File: src/rtl/keypad_pkg.sv
// ---------------------------------------------------------------------------
// keypad_pkg
// Shared definitions for the 4x4 keypad scanner:
//   state_t    - scanner FSM states
//   KEY_MAP    - hex code of each key, indexed [row][column]
//   col_drive  - one-hot active-low column drive pattern for a column index
// ---------------------------------------------------------------------------
package keypad_pkg;

  typedef enum logic [1:0] {
    SCAN       = 2'd0,
    DB_PRESS   = 2'd1,
    HELD       = 2'd2,
    DB_RELEASE = 2'd3
  } state_t;

  // Physical legend: row 3 carries E 0 F D, so the map is not a simple
  // row*4+col encoding.
  localparam logic [3:0] KEY_MAP [4][4] = '{
    '{4'h1, 4'h2, 4'h3, 4'hA},
    '{4'h4, 4'h5, 4'h6, 4'hB},
    '{4'h7, 4'h8, 4'h9, 4'hC},
    '{4'hE, 4'h0, 4'hF, 4'hD}
  };

  function automatic logic [3:0] col_drive(input logic [1:0] c);
    return ~(4'b0001 << c);
  endfunction

endpackage

File: src/rtl/row_sync.sv
// ---------------------------------------------------------------------------
// row_sync
// Two-flop synchronizer for asynchronous, active-low row inputs. Flops reset
// to all-ones so an idle (pulled-up) keypad is seen during and after reset.
// Ports:
//   clk     - system clock
//   reset   - synchronous active-high reset
//   raw     - asynchronous input bus
//   synced  - input bus after two clk stages
// ---------------------------------------------------------------------------
module row_sync #(
  parameter int DATA_W = 4
) (
  input  logic              clk,
  input  logic              reset,
  input  logic [DATA_W-1:0] raw,
  output logic [DATA_W-1:0] synced
);

  logic [DATA_W-1:0] row_p0;
  logic [DATA_W-1:0] row_p1;

  always_ff @(posedge clk) begin
    if (reset) begin
      row_p0 <= '1;
      row_p1 <= '1;
    end else begin
      // stage 0: capture asynchronous input
      row_p0 <= raw;
      // stage 1: resolved, safe to use
      row_p1 <= row_p0;
    end
  end

  assign synced = row_p1;

endmodule

File: src/rtl/keypad_scan_debounce.sv
// ---------------------------------------------------------------------------
// keypad_scan_debounce
// Scans a 4x4 matrix keypad one column at a time, debounces press and release
// of the first key found, and reports its hex code.
// Ports:
//   clk          - system clock (rising edge)
//   reset        - synchronous active-high reset
//   keypad_hori  - row inputs, active-low, asynchronous
//   keypad_vert  - column drive, one-hot active-low (registered)
//   key_value    - hex code of the last accepted key (registered, held)
//   key_valid    - one-cycle strobe when key_value updates (registered)
//   key_held     - high while the accepted key is still pressed (registered)
// Parameters:
//   SETTLE_CYCLES   - cycles each column is driven before rows are sampled
//   DEBOUNCE_CYCLES - cycles a press or release must be stable
// ---------------------------------------------------------------------------
module keypad_scan_debounce
  import keypad_pkg::*;
#(
  parameter int SETTLE_CYCLES   = 4800,
  parameter int DEBOUNCE_CYCLES = 960000
) (
  input  logic       clk,
  input  logic       reset,
  input  logic [3:0] keypad_hori,
  output logic [3:0] keypad_vert,
  output logic [3:0] key_value,
  output logic       key_valid,
  output logic       key_held
);

  localparam int MAX_CYC = (SETTLE_CYCLES > DEBOUNCE_CYCLES) ? SETTLE_CYCLES
                                                             : DEBOUNCE_CYCLES;
  localparam int CNT_W = (MAX_CYC > 1) ? $clog2(MAX_CYC) : 1;
  localparam logic [CNT_W-1:0] SETTLE_LAST   = CNT_W'(SETTLE_CYCLES - 1);
  localparam logic [CNT_W-1:0] DEBOUNCE_LAST = CNT_W'(DEBOUNCE_CYCLES - 1);

  state_t           state;
  logic [1:0]       col;
  logic [1:0]       row;
  logic [CNT_W-1:0] cnt;
  logic [3:0]       row_s;
  logic             any_low;
  logic             row_high;

  row_sync #(
    .DATA_W(4)
  ) u_row_sync (
    .clk   (clk),
    .reset (reset),
    .raw   (keypad_hori),
    .synced(row_s)
  );

  // Several rows low on one column: the lowest row index wins.
  function automatic logic [1:0] first_low(input logic [3:0] r);
    if (!r[0])      return 2'd0;
    else if (!r[1]) return 2'd1;
    else if (!r[2]) return 2'd2;
    else            return 2'd3;
  endfunction

  assign any_low  = ~&row_s;
  assign row_high = row_s[row];

  // col is left untouched while a key is being tracked, so it doubles as the
  // latched column; keypad_vert only moves together with col.
  always_ff @(posedge clk) begin
    if (reset) begin
      state       <= SCAN;
      col         <= 2'd0;
      row         <= 2'd0;
      cnt         <= '0;
      keypad_vert <= 4'b1110;
      key_value   <= 4'h0;
      key_valid   <= 1'b0;
      key_held    <= 1'b0;
    end else begin
      key_valid <= 1'b0;
      case (state)
        SCAN: begin
          if (cnt == SETTLE_LAST) begin
            cnt <= '0;
            if (any_low) begin
              row   <= first_low(row_s);
              state <= DB_PRESS;
            end else begin
              col         <= col + 2'd1;
              keypad_vert <= col_drive(col + 2'd1);
            end
          end else begin
            cnt <= cnt + 1'b1;
          end
        end

        DB_PRESS: begin
          if (row_high) begin
            // bounce: give up on this key and move on
            state       <= SCAN;
            cnt         <= '0;
            col         <= col + 2'd1;
            keypad_vert <= col_drive(col + 2'd1);
          end else if (cnt == DEBOUNCE_LAST) begin
            key_value <= KEY_MAP[row][col];
            key_valid <= 1'b1;
            key_held  <= 1'b1;
            state     <= HELD;
            cnt       <= '0;
          end else begin
            cnt <= cnt + 1'b1;
          end
        end

        HELD: begin
          if (row_high) begin
            cnt   <= '0;
            state <= DB_RELEASE;
          end
        end

        DB_RELEASE: begin
          if (!row_high) begin
            // release bounce: still held, no new strobe
            state <= HELD;
            cnt   <= '0;
          end else if (cnt == DEBOUNCE_LAST) begin
            state       <= SCAN;
            cnt         <= '0;
            key_held    <= 1'b0;
            col         <= col + 2'd1;
            keypad_vert <= col_drive(col + 2'd1);
          end else begin
            cnt <= cnt + 1'b1;
          end
        end

        default: begin
          state <= SCAN;
          cnt   <= '0;
        end
      endcase
    end
  end

endmodule

File: config.mk
export PLATFORM = sky130hd
export DESIGN_NAME = keypad_scan_debounce
export DESIGN_NICKNAME = d
export VERILOG_FILES = /design/src/rtl/keypad_pkg.sv /design/src/rtl/row_sync.sv /design/src/rtl/keypad_scan_debounce.sv
export SDC_FILE = /design/constraint.sdc
export NUM_CORES = 1
export LEC_CHECK = 0
export ABC_AREA = 1
export CAP_MARGIN = 20
export CORE_UTILIZATION = 24
export DETAILED_ROUTE_END_ITERATION = 10
export SYNTH_ARGS = -nofsm -noshare
export SYNTH_HDL_FRONTEND = slang
export SYNTH_SLANG_ARGS = --single-unit
File: constraint.sdc
create_clock -name clk -period 2 [get_ports clk]
set_input_delay 0.4 -clock clk [delete_from_list [all_inputs] [get_ports clk]]
set_output_delay 0.4 -clock clk [all_outputs]
set_load 0.02 [all_outputs]
# == Word-level counts from Yosys, hierarchy flattened ==
# Cells that the tools add are included.
# word_totals
regBits,44
inputBits,6
# classes
add_sub_neg,2
order_cmp,3
n_eq_ne,16
shifts,1
muxes,43
bitwise_logic,6
reduce_logical,10
# op_table
op,n
$mux 20,5
$pmux 20 s4,1
$bmux 16 s2,1
$mux 16,2
$mux 2,14
$mux 4,7
$add 20x1->20 const B,1
$eq 20x13->1 const B,1
$eq 20x20->1 const B,1
$ne 2x2->1 const B,9
$pmux 4 s3,1
$reduce_and 5->1,2
$bmux 4 s2,1
$pmux 2 s4,1
$mux 1,7
$ge 3x3->1 const B,2
$ne 3x3->1 const B,2
$not 2->3,2
$pmux 2 s3,1
$reduce_and 3->1,2
$reduce_and 6->1,1
$eq 2x2->1 const B,2
$not 4->4,1
$reduce_and 4->1,1
11 further kinds,13

# == Depth between registers and ports, before layout ==
# Gate-level depths: netlist of run 1.
# depth
ltp_word,7
depth_mapped,11
ltp_nobuf,11

# == Cells and area by module ==
# Synthesis of run 1 repeated with hierarchy kept, for this count alone.
# hier_totals
hier_cells,325
hier_area_um2,2225.9
# by_module_without_submodules
module,instances,cells_each,area_per_inst_um2,seq_area_each_um2
keypad_scan_debounce,1,300,2001.9,720.7
row_sync,1,25,224.0,160.2

# == Worst setup path after synthesis of run 1 ==
# OpenSTA, ideal clock, no wires.
# synth_timing
path_type,register to register
start,register cnt[0]
end,register cnt[6]
setup_ns,0.115
arrival_ns,1.408
path_slack_ns,0.477
path_stages_with_launch,10
n_path_buf,1
synth_period_minus_slack_ns,1.523
path_cell_list,dfxtp_1 > ha_1 > nand3_2 > nor2_1 > nand3_1 > nand2_2 > nand3_4 > nand2_4 > buf_6 > nor2_2
# synth_via
elab_chain_cells,4
word_cells_on_any_way,8
cone_classes,add/sub (1); eq/ne (2); mux (5)
# synth_rtl
element,line,rtl
start: declaration,keypad_scan_debounce.sv:41,logic [CNT_W-1:0] cnt;
start signal: assignment,keypad_scan_debounce.sv:92,cnt <= cnt + 1'b1;
start signal: assignment,keypad_scan_debounce.sv:110,cnt <= cnt + 1'b1;
start signal: assignment,keypad_scan_debounce.sv:133,cnt <= cnt + 1'b1;
$add 20x1->20 / $eq 20x20->1 (equally long branches),n/a,
$mux 20,"keypad_scan_debounce.sv:103, keypad_scan_debounce.sv:126",
$mux 20 (on tied branches),"keypad_scan_debounce.sv:122, keypad_scan_debounce.sv:97",
$pmux 20 s4 (*),keypad_scan_debounce.sv:80,case (state)
# Mark *: on every way between the ends. The rest lies on a longest branch, timed or not.
# A chain may end at the register's enable or synchronous reset.

# == Final worst setup path of run 1 ==
# layout_timing
start,register cnt[0]
end,register keypad_vert[2]
# layout_via
elab_chain_cells,3
word_cells_on_any_way,5
cone_classes,eq/ne (4); reduce/logical (1)
# layout_rtl
element,line,rtl
$eq 20x20->1 / $eq 20x13->1 (equally long branches),"keypad_scan_debounce.sv:126, keypad_scan_debounce.sv:82",
$ne 2x2->1 (no source line),n/a,
$reduce_and 6->1 (no source line) (*),n/a,
end signal: assignment,keypad_scan_debounce.sv:89,keypad_vert <= col_drive(col + 2'd1);
end signal: assignment,keypad_scan_debounce.sv:102,keypad_vert <= col_drive(col + 2'd1);
end signal: assignment,keypad_scan_debounce.sv:131,keypad_vert <= col_drive(col + 2'd1);
end: declaration,keypad_scan_debounce.sv:26,"output logic [3:0] keypad_vert,"
# Marked as above.

==> metrics.md, run 1 <==
| Metric | Value |
|---|---|
| Status | completed |
| Share of layout cells above drive strength 1 | 0.1131 |
| DRC | 0 |
| Worst Path Required | 2190 ps |
| Nets@finish | 346 |
| Cell Rows | 34 |
| Unrepaired setup endpoints after global routing | false |
| Mapped Area | 0.002236 mm2 |
| GRT overflow | 0 |
| # clock sinks | 44 |
| Met1 usage | 0.1312 |
| Final min period | 1778 ps |
| Number of global-route vias before repair | 1,878 |
| Die Ht | 98.52 um |
| Dominant cells by area after synthesis | dfxtp_1 (39%), nand2_1 (10%), nor2_1 (9.6%) |
| Post-synth EDFFs | 0 |
| Skew-Pair Late Insertion Delay | 300 ps |
| Yosys cell types | 28 |
| Fin util | 0.2945 |
| Peak supply drop | 371.3 uV |
| Yosys Warn Count | 0 |
| Seq/Total Area, Yosys | 0.3940 |
| Startpoint Class | register |
| Die Wd | 98.52 um |
| TritonCTS clock tree | done |
| Post-DRT Antenna Nets | 0 |
| Clock Path Buffers | 2 |
| Ant diodes | 0 |
| CP max FO | 10 |
| Critical Path AT | 1970 ps |
| Hold WC Path Type | reg -> reg |
| Router iterations before antenna repair | 4 |
| Hold Fails Final Rpt | 0 |
| Fin. max-slew vios | 0 |
| Top Ports | 16 |
| Area of the multi-input gates | 0.001195 mm2 |
| CTS Hold Bufs | 0 |
| Post-synth ARST share | 0 |
| Fillcell total | 952 |
| H-tree depth | 2 |
| Final period util | 0.8890 |
| M3 GR Usage | 0.01773 |
| Setup TNS Final | 0 ps |
| Post_cts resized | 0 |
| Slew margin rel. | 0.6813 |
| Register area | 880.8 um2 |
| Via-to-Cell Ratio | 4.430 |
| Initial DRC count | 129 |
| Final WL | 4605 um |
| Met2 Use GR | 0.1755 |
| Count of final setup violators | 0 |
| Gr usage total | 0.1050 |
| Syn Nets | 328 |
| Die area | 0.009706 mm2 |
| Routed WL per cell | 10.37 um |
| Port Buffer Count | 15 |
| GR peak layer | met2 |
| Synth-to-layout area growth | 17.12% |
| Max capacitance violation total | 0 |
| Total power | 0.001668 W |
| Initial antenna violation count | 0 |
| Synth top cells by count | nand2_1 (61), nor2_1 (57), dfxtp_1 (44) |
| Via count | 1,967 |
| Largest net degree at the start of global routing | 18 |
| Max Fclk | 562.4 MHz |
| Biggest area consumer among synthesized cells | dfxtp_1 |
| Synthesis-stage register bit count | 44 |
| Final HPWL DP | 3476 um |
| Pwr Density | 637.0 mW/mm2 |
| Post-synth top flop | dfxtp_1 |
| Initial core utilization | 0.2515 |
| Core Area | 0.008891 mm2 |
| Mapped Cells | 317 |
| Clk pin slew, worst setup/hold paths | 90 ps |
| Global-route wire length before repair | 8293 um |
| Inserted Clock Buffers | 5 |
| Worst slew pin tran | 477.5 ps |
| Top-count cell post-synth | nand2_1 |
| WS Path Type | reg -> reg |
| Clock Skew | 5.174 ps |
| Syn_area_per_cell | 7.053 um2 |
| Yosys top cell area share | 0.3940 |
| Post-CTS Setup Bufs | 0 |
| Clock root cell | clkbuf_8 |
| Crit end category | register |
| GP Congestion | 0.8050 |
| Leak Pwr | 1.048 nW |
==> worst paths after layout <==
path                                            from                    to  slack [ps]  depth (start not counted)
worst max-delay path                          cnt[0]        keypad_vert[2]         220                          8
worst max register to register                cnt[0]        keypad_vert[2]         220                          8
worst min register to register  u_row_sync.row_p0[3]  u_row_sync.synced[3]         410                          1
worst min-delay path            u_row_sync.row_p0[3]  u_row_sync.synced[3]         410                          1
==> power by group <==
part	switching, W	internal [W]	leakage [nW]
clock network	0.000330	0.000376	0.0548
registers	0.00000747	0.000888	0.357
logic	0.0000373	0.0000294	0.636
total	0.000374	0.00129	1.05
==> per-stage QoR <==
stage / hold slack, ps / std cells / area (um2) / setup slack [ps]
3_5_place_dp: 395.2 / 436 / 2504 / 238.0
6_report: 414.9 / 444 / 2619 / 221.9
2_1_floorplan: 389.5 / 317 / 2236 / 476.9
3_3_place_gp: 393.8 / 436 / 2504 / 326.3
5_1_grt: 434.2 / 444 / 2619 / 40.59
4_1_cts: 417.2 / 444 / 2619 / 222.1
==> critical path: stages (launching register included) <==
cell      delay (ps)
dfxtp_1          370
ha_1             200
nand3_2          120
nor2_1           170
nand3_1          220
nand2_1          190
nand3_2          210
nand2_1          110
o211ai_1          80
==> logic make-up after synthesis <==
kind of cell / Yosys count / synth area share
buffers and inverters: 40 / 0.07163
DFF: 44 / 0.3940
adders and majority gates: 5 / 0.02798
and+or+nand+nor: 181 / 0.3766
xor gates and xnor gates: 9 / 0.03526
AOI/OAI and AO/OA: 38 / 0.09457
==> layout by cell type, fill, tap and decap left out, types with 3 or more instances in the layout <==
cell type / n
nand3_2: 4
clkdlybuf4s50_1: 15
dfxtp_1: 44
clkbuf_8: 5
nand2_2: 3
nand2_4: 3
o211ai_1: 3
or2_2: 9
inv_1: 33
o21ai_0: 16
nor2_2: 6
ha_1: 5
nand2_1: 61
a21oi_1: 11
nor2_1: 57
nand3_1: 20
nand4_1: 8
nor3_1: 9
xor2_1: 8
==> state kept, by name, summed over array words and instances, names as in the netlist, named ones only <==
signal,cells
u_row_sync.synced,4
key_valid,1
keypad_vert,4
row,2
col,2
cnt,20
state,1
key_value,4
u_row_sync.row_p0,4
key_held,1
==> per-layer routing <==
metal / share of wire / routed length, um / vias up
li1: - / - / 1053
met1: 0.49 / 2239 / 873
met2: 0.46 / 2124 / 36
met3: 0.031 / 141 / 5
met4: 0.022 / 100 / 0
met5: 0 / 0 / -
==> layout make-up <==
type,count,area share
Timing Repair Buffer,17,0.06307
Multi-Input combinational cell,233,0.4563
Clock buffer,5,0.02628
Sequential cell,44,0.3364
Tap cell,108,0.05160
Clock inverter,3,0.01768
Inverter,34,0.04873
(Power assumes the default switching activity.)
==> run 2: changes to the inputs <==
--- a/constraint.sdc
+++ b/constraint.sdc
@@ -3,2 +3,2 @@
 set_output_delay 0.4 -clock clk [all_outputs]
-set_load 0.02 [all_outputs]
+set_load 0.01 [all_outputs]
==> results of run 2 <==
Same layout as run 1: the final DEF is identical, and so are final timing and power.
==> run 3: changes to the inputs <==
SKIP_CTS_REPAIR_TIMING = 1   (was default)
==> results of run 3 <==
Same layout as run 1: the final DEF is identical, and so are final timing and power.
